**config.mk**
```make
export PLATFORM = sky130hd
export DESIGN_NAME = bit_serial_adder
export DESIGN_NICKNAME = d
export VERILOG_FILES = /design/src/rtl/bit_serial_adder.sv
export SDC_FILE = /design/constraint.sdc
export NUM_CORES = 1
export LEC_CHECK = 0
export BUFFER_PORTS_ARGS = -buffer_cell sky130_fd_sc_hd__clkbuf_2
export CAP_MARGIN = 20
export CORE_MARGIN = 2
export CORE_UTILIZATION = 56
export CTS_BUF_LIST = sky130_fd_sc_hd__clkbuf_8
export DETAILED_ROUTE_END_ITERATION = 6
export PLACE_DENSITY = 0.81
export SLEW_MARGIN = 20
export SYNTH_ARGS = -nofsm -noshare
export SYNTH_HDL_FRONTEND = slang
export SYNTH_SLANG_ARGS = --single-unit
```
**constraint.sdc**
```tcl
create_clock -name clk -period 2.1 [get_ports clk]
set_clock_uncertainty 0.1 [all_clocks]
set_input_delay 0.21 -clock clk [delete_from_list [all_inputs] [get_ports clk]]
set_output_delay 0.21 -clock clk [all_outputs]
set_load 0.05 [all_outputs]
```
**src/rtl/bit_serial_adder.sv**
```systemverilog
// Bit-serial adder: one full-adder cell, one bit per clock, LSB first; WIDTH-bit add in WIDTH cycles.
// Optional subtract mode (a + ~b + 1) is compiled in when SERIAL_SUB_EN is defined.
module bit_serial_adder #(
   parameter int WIDTH = 16
) (
   input  logic             clk,
   input  logic             rst,
   input  logic             start,
   input  logic [WIDTH-1:0] a,
   input  logic [WIDTH-1:0] b,
   input  logic             sub,
   output logic             ready,
   output logic             busy,
   output logic             done,
   output logic [WIDTH-1:0] sum,
   output logic             cout
);

   localparam int CW = (WIDTH > 1) ? $clog2(WIDTH) : 1;
   localparam logic [CW-1:0] LAST_BIT = CW'(WIDTH - 1);

   typedef enum logic [1:0] {IDLE, RUN, DONE} state_t;

   state_t           state_q;
   logic [WIDTH-1:0] a_sr_q, b_sr_q, sum_q;
   logic [CW-1:0]    cnt_q;
   logic             carry_q, cout_q, sub_q;
   logic             ready_q, busy_q, done_q;

   logic             sub_eff;
   logic             fa_a, fa_b, fa_s, fa_c;
   logic [WIDTH-1:0] a_sr_d, b_sr_d, sum_d;
   logic [CW-1:0]    cnt_d;

`ifdef SERIAL_SUB_EN
   assign sub_eff = sub;
`else
   logic unused_sub;
   assign unused_sub = sub;
   assign sub_eff    = 1'b0;
`endif

   // The single full-adder cell; B is inverted for subtraction, the +1 comes from the preset carry.
   assign fa_a = a_sr_q[0];
   assign fa_b = b_sr_q[0] ^ sub_q;
   assign fa_s = fa_a ^ fa_b ^ carry_q;
   assign fa_c = (fa_a & fa_b) | (fa_a & carry_q) | (fa_b & carry_q);

   assign a_sr_d = {1'b0, a_sr_q[WIDTH-1:1]};
   assign b_sr_d = {1'b0, b_sr_q[WIDTH-1:1]};
   assign sum_d  = {fa_s, sum_q[WIDTH-1:1]};
   assign cnt_d  = cnt_q + CW'(1);

   always_ff @(posedge clk or posedge rst) begin
      if (rst) begin
         state_q <= IDLE;
         a_sr_q  <= '0;
         b_sr_q  <= '0;
         sum_q   <= '0;
         cnt_q   <= '0;
         carry_q <= 1'b0;
         cout_q  <= 1'b0;
         sub_q   <= 1'b0;
         ready_q <= 1'b1;
         busy_q  <= 1'b0;
         done_q  <= 1'b0;
      end else begin
         case (state_q)
            IDLE: begin
               if (start) begin
                  a_sr_q  <= a;
                  b_sr_q  <= b;
                  carry_q <= sub_eff;
                  sub_q   <= sub_eff;
                  cnt_q   <= '0;
                  state_q <= RUN;
                  ready_q <= 1'b0;
                  busy_q  <= 1'b1;
               end
            end
            RUN: begin
               carry_q <= fa_c;
               sum_q   <= sum_d;
               a_sr_q  <= a_sr_d;
               b_sr_q  <= b_sr_d;
               cnt_q   <= cnt_d;
               if (cnt_q == LAST_BIT) begin
                  cout_q  <= fa_c;
                  state_q <= DONE;
                  busy_q  <= 1'b0;
                  done_q  <= 1'b1;
               end
            end
            DONE: begin
               state_q <= IDLE;
               done_q  <= 1'b0;
               ready_q <= 1'b1;
            end
            default: begin
               state_q <= IDLE;
               ready_q <= 1'b1;
               busy_q  <= 1'b0;
               done_q  <= 1'b0;
            end
         endcase
      end
   end

   assign ready = ready_q;
   assign busy  = busy_q;
   assign done  = done_q;
   assign sum   = sum_q;
   assign cout  = cout_q;

endmodule

```
==> results of run 1 <==
## synth_stat cells (2+ instances only)
cell type  instances  area share
buf_4              5       0.014
buf_6              3       0.012
nand2_1           64       0.088
buf_2              9       0.016
a22o_1             3      0.0096
and2_1            11       0.025
o21ai_1           32       0.059
clkbuf_1           2      0.0027
inv_1              3      0.0041
nand3_1            3      0.0055
nor2b_1           22       0.050
buf_1              2      0.0027
a22oi_1           20       0.055
dfrtp_1           58        0.53
a31oi_1           10       0.023
o21ai_0            3      0.0055
a21oi_1           24       0.044
## where the power goes
group          internal, mW  total, mW  switching (mW)
logic                 0.654       2.05            1.40
clock network         0.699       1.16           0.461
registers              1.57       1.87           0.303
## layout make-up
| cell class | count | area (sq um) | area share |
|---|---|---|---|
| well taps | 67 | 83.83 | 0.02549 |
| multi-input cells | 204 | 1115 | 0.3390 |
| clock buffers | 10 | 137.6 | 0.04186 |
| clock inverters | 6 | 88.84 | 0.02702 |
| repair buffers | 67 | 370.4 | 0.1126 |
| inverters | 4 | 15.01 | 0.004566 |
| flip-flops and latches | 59 | 1478 | 0.4494 |
## flip-flops by register name, indices dropped and copies added (netlist names)
signal   cells
cnt_q        4
carry_q      1
sum         16
cout         1
done         1
ready        1
busy         1
state_q      2
a_sr_q      16
b_sr_q      16
## logic make-up (layout without fill, tap and decap cells)
logic type	after synthesis	count (layout)	share of synthesized area
and+or+nand+nor	107	107	0.1856
buffers and inverters	25	87	0.05350
AOI/OAI and AO/OA	94	94	0.2048
DFF	59	59	0.5400
adders and majority gates	2	2	0.01189
muxes	1	1	0.004115
## per-layer routing
layer / vias to the layer above / share of wire / GRT usage
met5: - / 0 / 0
met4: 0 / 0.0084 / 0.07071
met3: 5 / 0.042 / 0.08505
met2: 47 / 0.50 / 0.3869
met1: 1135 / 0.45 / 0.3074
li1: 1096 / - / -
## worst max-delay path by stage
stage | from | endpoint | slack [ns] | cells after the start
2_1_floorplan | rst | a_sr_q[0] | 0.34 | 1
3_3_place_gp | cnt_q[0] | cout | 0.58 | 4
3_5_place_dp | cnt_q[0] | cout | 0.56 | 4
4_1_cts | cnt_q[0] | cout | 0.53 | 4
5_1_grt | cnt_q[0] | cout | 0.46 | 4
6_report | cnt_q[0] | cout | 0.54 | 4
## worst max-delay path, delay by kind of cell (launching register included)
family	cells	cell delay, ns
fa+ha+maj	1	0.24
simple gates	2	0.39
flops	1	0.41
mux	1	0.30
## cells in the final DEF (no fill, tap or decap), drive strengths merged
cell type    count
a22oi           20
clkinv           2
a21oi           24
nor3b            1
clkbuf          64
and2b            2
dlygate4sd3      1
o21ai           35
o21bai           2
bufinv           2
nor2             1
or3              1
ha               1
nand2b           1
dfstp            1
nand2           64
nor2b           22
and2            11
fa               1
and3             1
mux2             1
a22o             3
inv              4
clkinvlp         2
buf             12
a31oi           10
dfrtp           58
nand3            3
## metrics by stage
stage,instances,power (mW),worst slack [ns],util,hold slack (ns)
final,417,5.084,0.5440,0.6962,0.04212
after detailed placement,400,3.950,0.5563,0.6461,0.1247
after global routing,417,5.452,0.4622,0.6962,0.03667
after floorplan,288,3.481,0.3353,-,0.2873
after CTS,417,5.123,0.5329,0.6962,0.03259
after global placement,400,3.876,0.5835,0.6461,0.1200
==> results.toml, run 1 <==
[hold_path]
hp-start = "a[4]"
hold_class = "input pin to register"
min_path_cells = 3
holdPathEnd = "a_sr_q[4]"

[layout]
fillers = 360
area_growth_pct = 20.16
insertedDiodeCount = 0
nets = 383
layout-drive-gt1-share = 0.2514
final_cell_area_sq_um = 3288

[setup_path]
path_cells = "ha_1, and3_1, and2_1, mux2_1"
r2r_cells = 4
critPathCaptureType = "register"
crit_path_max_fanout = 4
slowest_stage = "dfrtp_1"
reg2reg_from = "cnt_q[0]"
r2r_setup_slack_ns = 0.54
cp.required_ns = 2.23
cpPeakStageDelay_ns = 0.41
worstReg2RegEnd = "cout"
critPathArrivalTime_ns = 1.68
criticalPathCategory = "register to register"
critPathLaunchType = "register"

[placed_design]
hpwl_um = 3841
place.gp.congestion = 0.7787
place_area_sq_um = 3052
port_buffers = 54

[clock_tree]
cts.sinks = 59
htreeDepth = 3
clk-insertion-delay-late_ns = 0.34
hold_buffers = 1
cts.path.max_buffers = 2
clk_pin_slew_ns = 0.07
post_cts_resized = 0
cts-root-buf = "clkbuf_8"
cts_buffers = 9
cts_tree = "done"
cts_post_setup_buffers_inserted = 0

[floorplanning]
num_rows = 25
coreArea_sq_um = 4723
io_pins = 56
fp.dieArea_sq_um = 5461
die_w_um = 73.90
fp.dieH_um = 73.90
initial_utilization = 0.5793

[drt]
vias = 2283
viasPerCell = 5.475
dr.pass1.iters = 4
finalWirelength_um = 5820
drt_iter0_drc = 112
drc = 0
drt-wirelength-per-cell_um = 13.96
drtAntennaViolNets = 0

[power_and_ir_drop]
power_density_nw_per_um2 = 1546
p_leak_nw = 1.611
irDropWorstVdd_mv = 0.6694

[sta]
slew_viol_final = 0
rsz0062_at_grt = "false"
finalSetupViolations = 0
hold_violations = 0
fin_crit_ns = 1.556
fmax_mhz = 642.7
tns_ns = 0
worst_pin_slew_ns = 0.4409
period_share = 0.7409
max-slew-margin-rel = 0.7053

[synth]
yosysSeqAreaShare = 0.5400
synth_cells = 288
syn_area_per_cell_sq_um = 9.501
syn_nets = 326
syn_area_sq_um = 2736
synth_cell_types = 31
yosys_warnings = 0
ys.flop_type = "dfrtp_1"
synth_edf_count = 0
synthArstFlopShare = 1.000
synth_seq_cells = 59

[global_routing]
grtUsageTotal = 0.2400
grt_antenna_before_repair = 0
grt_max_degree = 39
overflow = 0
grt_pass1_wl_um = 9908
grt_pass1_vias = 2217

[run_status]
status = "finished clean"

[flow_run]
cap_viol_max_count = 0
(Power assumes the default switching activity.)
==> inputs of run 2 (changes only) <==
--- a/config.mk
+++ b/config.mk
@@ -8,10 +8,10 @@
 export BUFFER_PORTS_ARGS = -buffer_cell sky130_fd_sc_hd__clkbuf_2
 export CAP_MARGIN = 20
 export CORE_MARGIN = 2
-export CORE_UTILIZATION = 56
+export CORE_UTILIZATION = 51
 export CTS_BUF_LIST = sky130_fd_sc_hd__clkbuf_8
 export DETAILED_ROUTE_END_ITERATION = 6
-export PLACE_DENSITY = 0.81
+export PLACE_DENSITY = 0.78
 export SLEW_MARGIN = 20
 export SYNTH_ARGS = -nofsm -noshare
 export SYNTH_HDL_FRONTEND = slang
==> constraint.sdc (replaced) <==
create_clock -name clk -period 1.4 [get_ports clk]
set_clock_uncertainty 0.1 [all_clocks]
set_input_delay 0.14 -clock clk [delete_from_list [all_inputs] [get_ports clk]]
set_output_delay 0.14 -clock clk [all_outputs]
set_load 0.05 [all_outputs]
==> run 2 against run 1 <==
  * The flow now finishes with violations (setup timing)
  * Cell area up 6.8%
  * Sequential share of layout area shrank 2.8 points
  * Sequential cell count unchanged
  * Power is 45% higher
  * Via count up 3.6%
  * Non-clock buffer count grew 28
  * Count of clock-buffer cells in the layout unchanged
  * Routed wire length grew 6.4%
  * Cell count up 6.7%
  * Global-route usage fell by 1.7 points
  * Fmax grew 11%
  * Largest power group unchanged
  * First-iteration DRC count rose by 58%
==> results.toml, run 2 (synthesis gave the netlist of run 1 again) <==
[run_status]
status = "finished, violations left"
violations = "setup timing"

[clock_tree]
htreeDepth = 3
cts.sinks = 59
cts-root-buf = "clkbuf_8"
clk-insertion-delay-late_ns = 0.33
cts_tree = "done"
clk_pin_slew_ns = 0.06
cts.path.max_buffers = 2
cts_buffers = 9

[setup_path]
cpPeakStageDelay_ns = 0.39
critPathLaunchType = "register"
reg2reg_from = "cnt_q[1]"
path_cells = "ha_2, and3_4, and2_4, mux2_4"
cpLargestDelayFamily = "flip-flops"
r2r_cells = 4
path_depth = 4
crit_path_max_fanout = 2
r2r_setup_slack_ns = -0.003
path_buf_inv = 0
critPathLaunch = "cnt_q[1]"
worstReg2RegEnd = "cout"
slowest_stage = "dfrtp_1"
criticalPathCategory = "register to register"
critPathCaptureType = "register"
crit_end = "cout"
cp.required_ns = 1.51
critPathArrivalTime_ns = 1.52

[layout]
insertedDiodeCount = 0
layout.cells.most_common_list = "nand2_1, dfrtp_1, clkbuf_2"
nets = 411
layout-drive-gt1-share = 0.2507
final_common_cell = "nand2_1"
stdcell_count = 445
fin_util = 0.6835
area_growth_pct = 28.40

[floorplanning]
fp.dieArea_sq_um = 5968
die_w_um = 77.25
num_rows = 26
coreArea_sq_um = 5140
fp.dieH_um = 77.25
io_pins = 56
initial_utilization = 0.5324

[sta]
holdWs_ns = 0.001232
postLayoutSetupSlackWorst_ns = -0.003181
worst_pin_slew_ns = 0.4588
slew_viol_final = 0
finalSetupViolations = 1
rsz0062_at_grt = "true"
hold_violations = 0
fin_crit_ns = 1.403
max-slew-margin-rel = 0.6933
period_share = 1.002
tns_ns = -0.003181
fmax_mhz = 712.7

[placed_design]
port_buffers = 54
placedCellCount = 406
place.gp.congestion = 0.7815
hpwl_um = 3674

[drt]
drt_iter0_drc = 177
drt-wirelength-per-cell_um = 13.91
drc = 0
vias = 2366
dr.pass1.iters = 5
finalWirelength_um = 6191
viasPerCell = 5.317
drtAntennaViolNets = 0

[global_routing]
grt_pass1_vias = 2336
overflow = 0
grt_pass1_wl_um = 10580
grt_antenna_before_repair = 0
grtUsageTotal = 0.2227
grt_max_degree = 60

[flow_run]
cap_viol_max_count = 0

[power_and_ir_drop]
p_leak_nw = 1.708
power_density_nw_per_um2 = 2100
irDropWorstVdd_mv = 1.087
power_mw = 7.378

[hold_path]
hold_class = "input pin to register"
run 2: changes by cell type in the layout (fill, tap and decap cells not counted), sizes merged:
cell         delta
inv             +2
clkinvlp        -1
dlygate4sd3    +22
clkinv          -2
bufinv          -2
buf             +6
run 2: worst register-to-register path: stages (launching register included):
cell and delay, ns:
dfrtp_1 0.39, ha_2 0.19, and3_4 0.18, and2_4 0.14, mux2_4 0.28
run 2: power breakdown:
part           leakage, nW  switching [mW]  internal [mW]  total (mW)
registers            0.765           0.451           2.36        2.81
clock network       0.0879           0.604          0.641        1.25
logic                0.856            2.16           1.16        3.32
total                 1.71            3.21           4.17        7.38
run 2: worst min path at each step:
| stage | startpoint | endpoint | slack [ns] | cells past startpoint |
|---|---|---|---|---|
| final | a[13] | a_sr_q[13] | 0.001 | 3 |
| after global routing | b[0] | b_sr_q[0] | 0.006 | 3 |
| after CTS | a[13] | a_sr_q[13] | 0.002 | 3 |
| after detailed placement | rst | sum[10] | 0.14 | 3 |
| after global placement | rst | sum[11] | 0.14 | 3 |
| after floorplan | rst | a_sr_q[0] | 0.14 | 1 |
run 2: metrics by stage:
| stage | setup slack, ns | area, sq um |
|---|---|---|
| after global placement | -0.01272 | 3102 |
| after detailed placement | -0.05063 | 3102 |
| after CTS | 0.0009319 | 3502 |
| after floorplan | 0.001789 | 2748 |
| after global routing | -0.03549 | 3513 |
| final | -0.003181 | 3513 |
run 2: what timing repair did:
action                                  CTS  global route
hold buffers                             23             0
buffers inserted                          2             1
endpoints found under the setup margin    1            33
resized for setup                         2             4
pin swaps                                 1             1
endpoints found under the hold margin    80             0
run 2: final cells by class:
type | count | area (sq um)
Multi-Input combinational cell | 204 | 1130
Clock inverter | 3 | 11.26
Fill cell | 439 | 1627
Sequential cell | 59 | 1480
Tap cell | 70 | 87.58
Timing Repair Buffer | 95 | 648.1
Clock buffer | 10 | 137.6
Inverter | 4 | 18.77
run 2: layer usage:
metal | up-vias | GRT usage | routed length (um)
met3 | 14 | 0.03765 | 337
met2 | 82 | 0.3548 | 2954
li1 | 1152 | - | -
met1 | 1118 | 0.3013 | 2790
met4 | 0 | 0.09643 | 109
met5 | - | 0 | 0
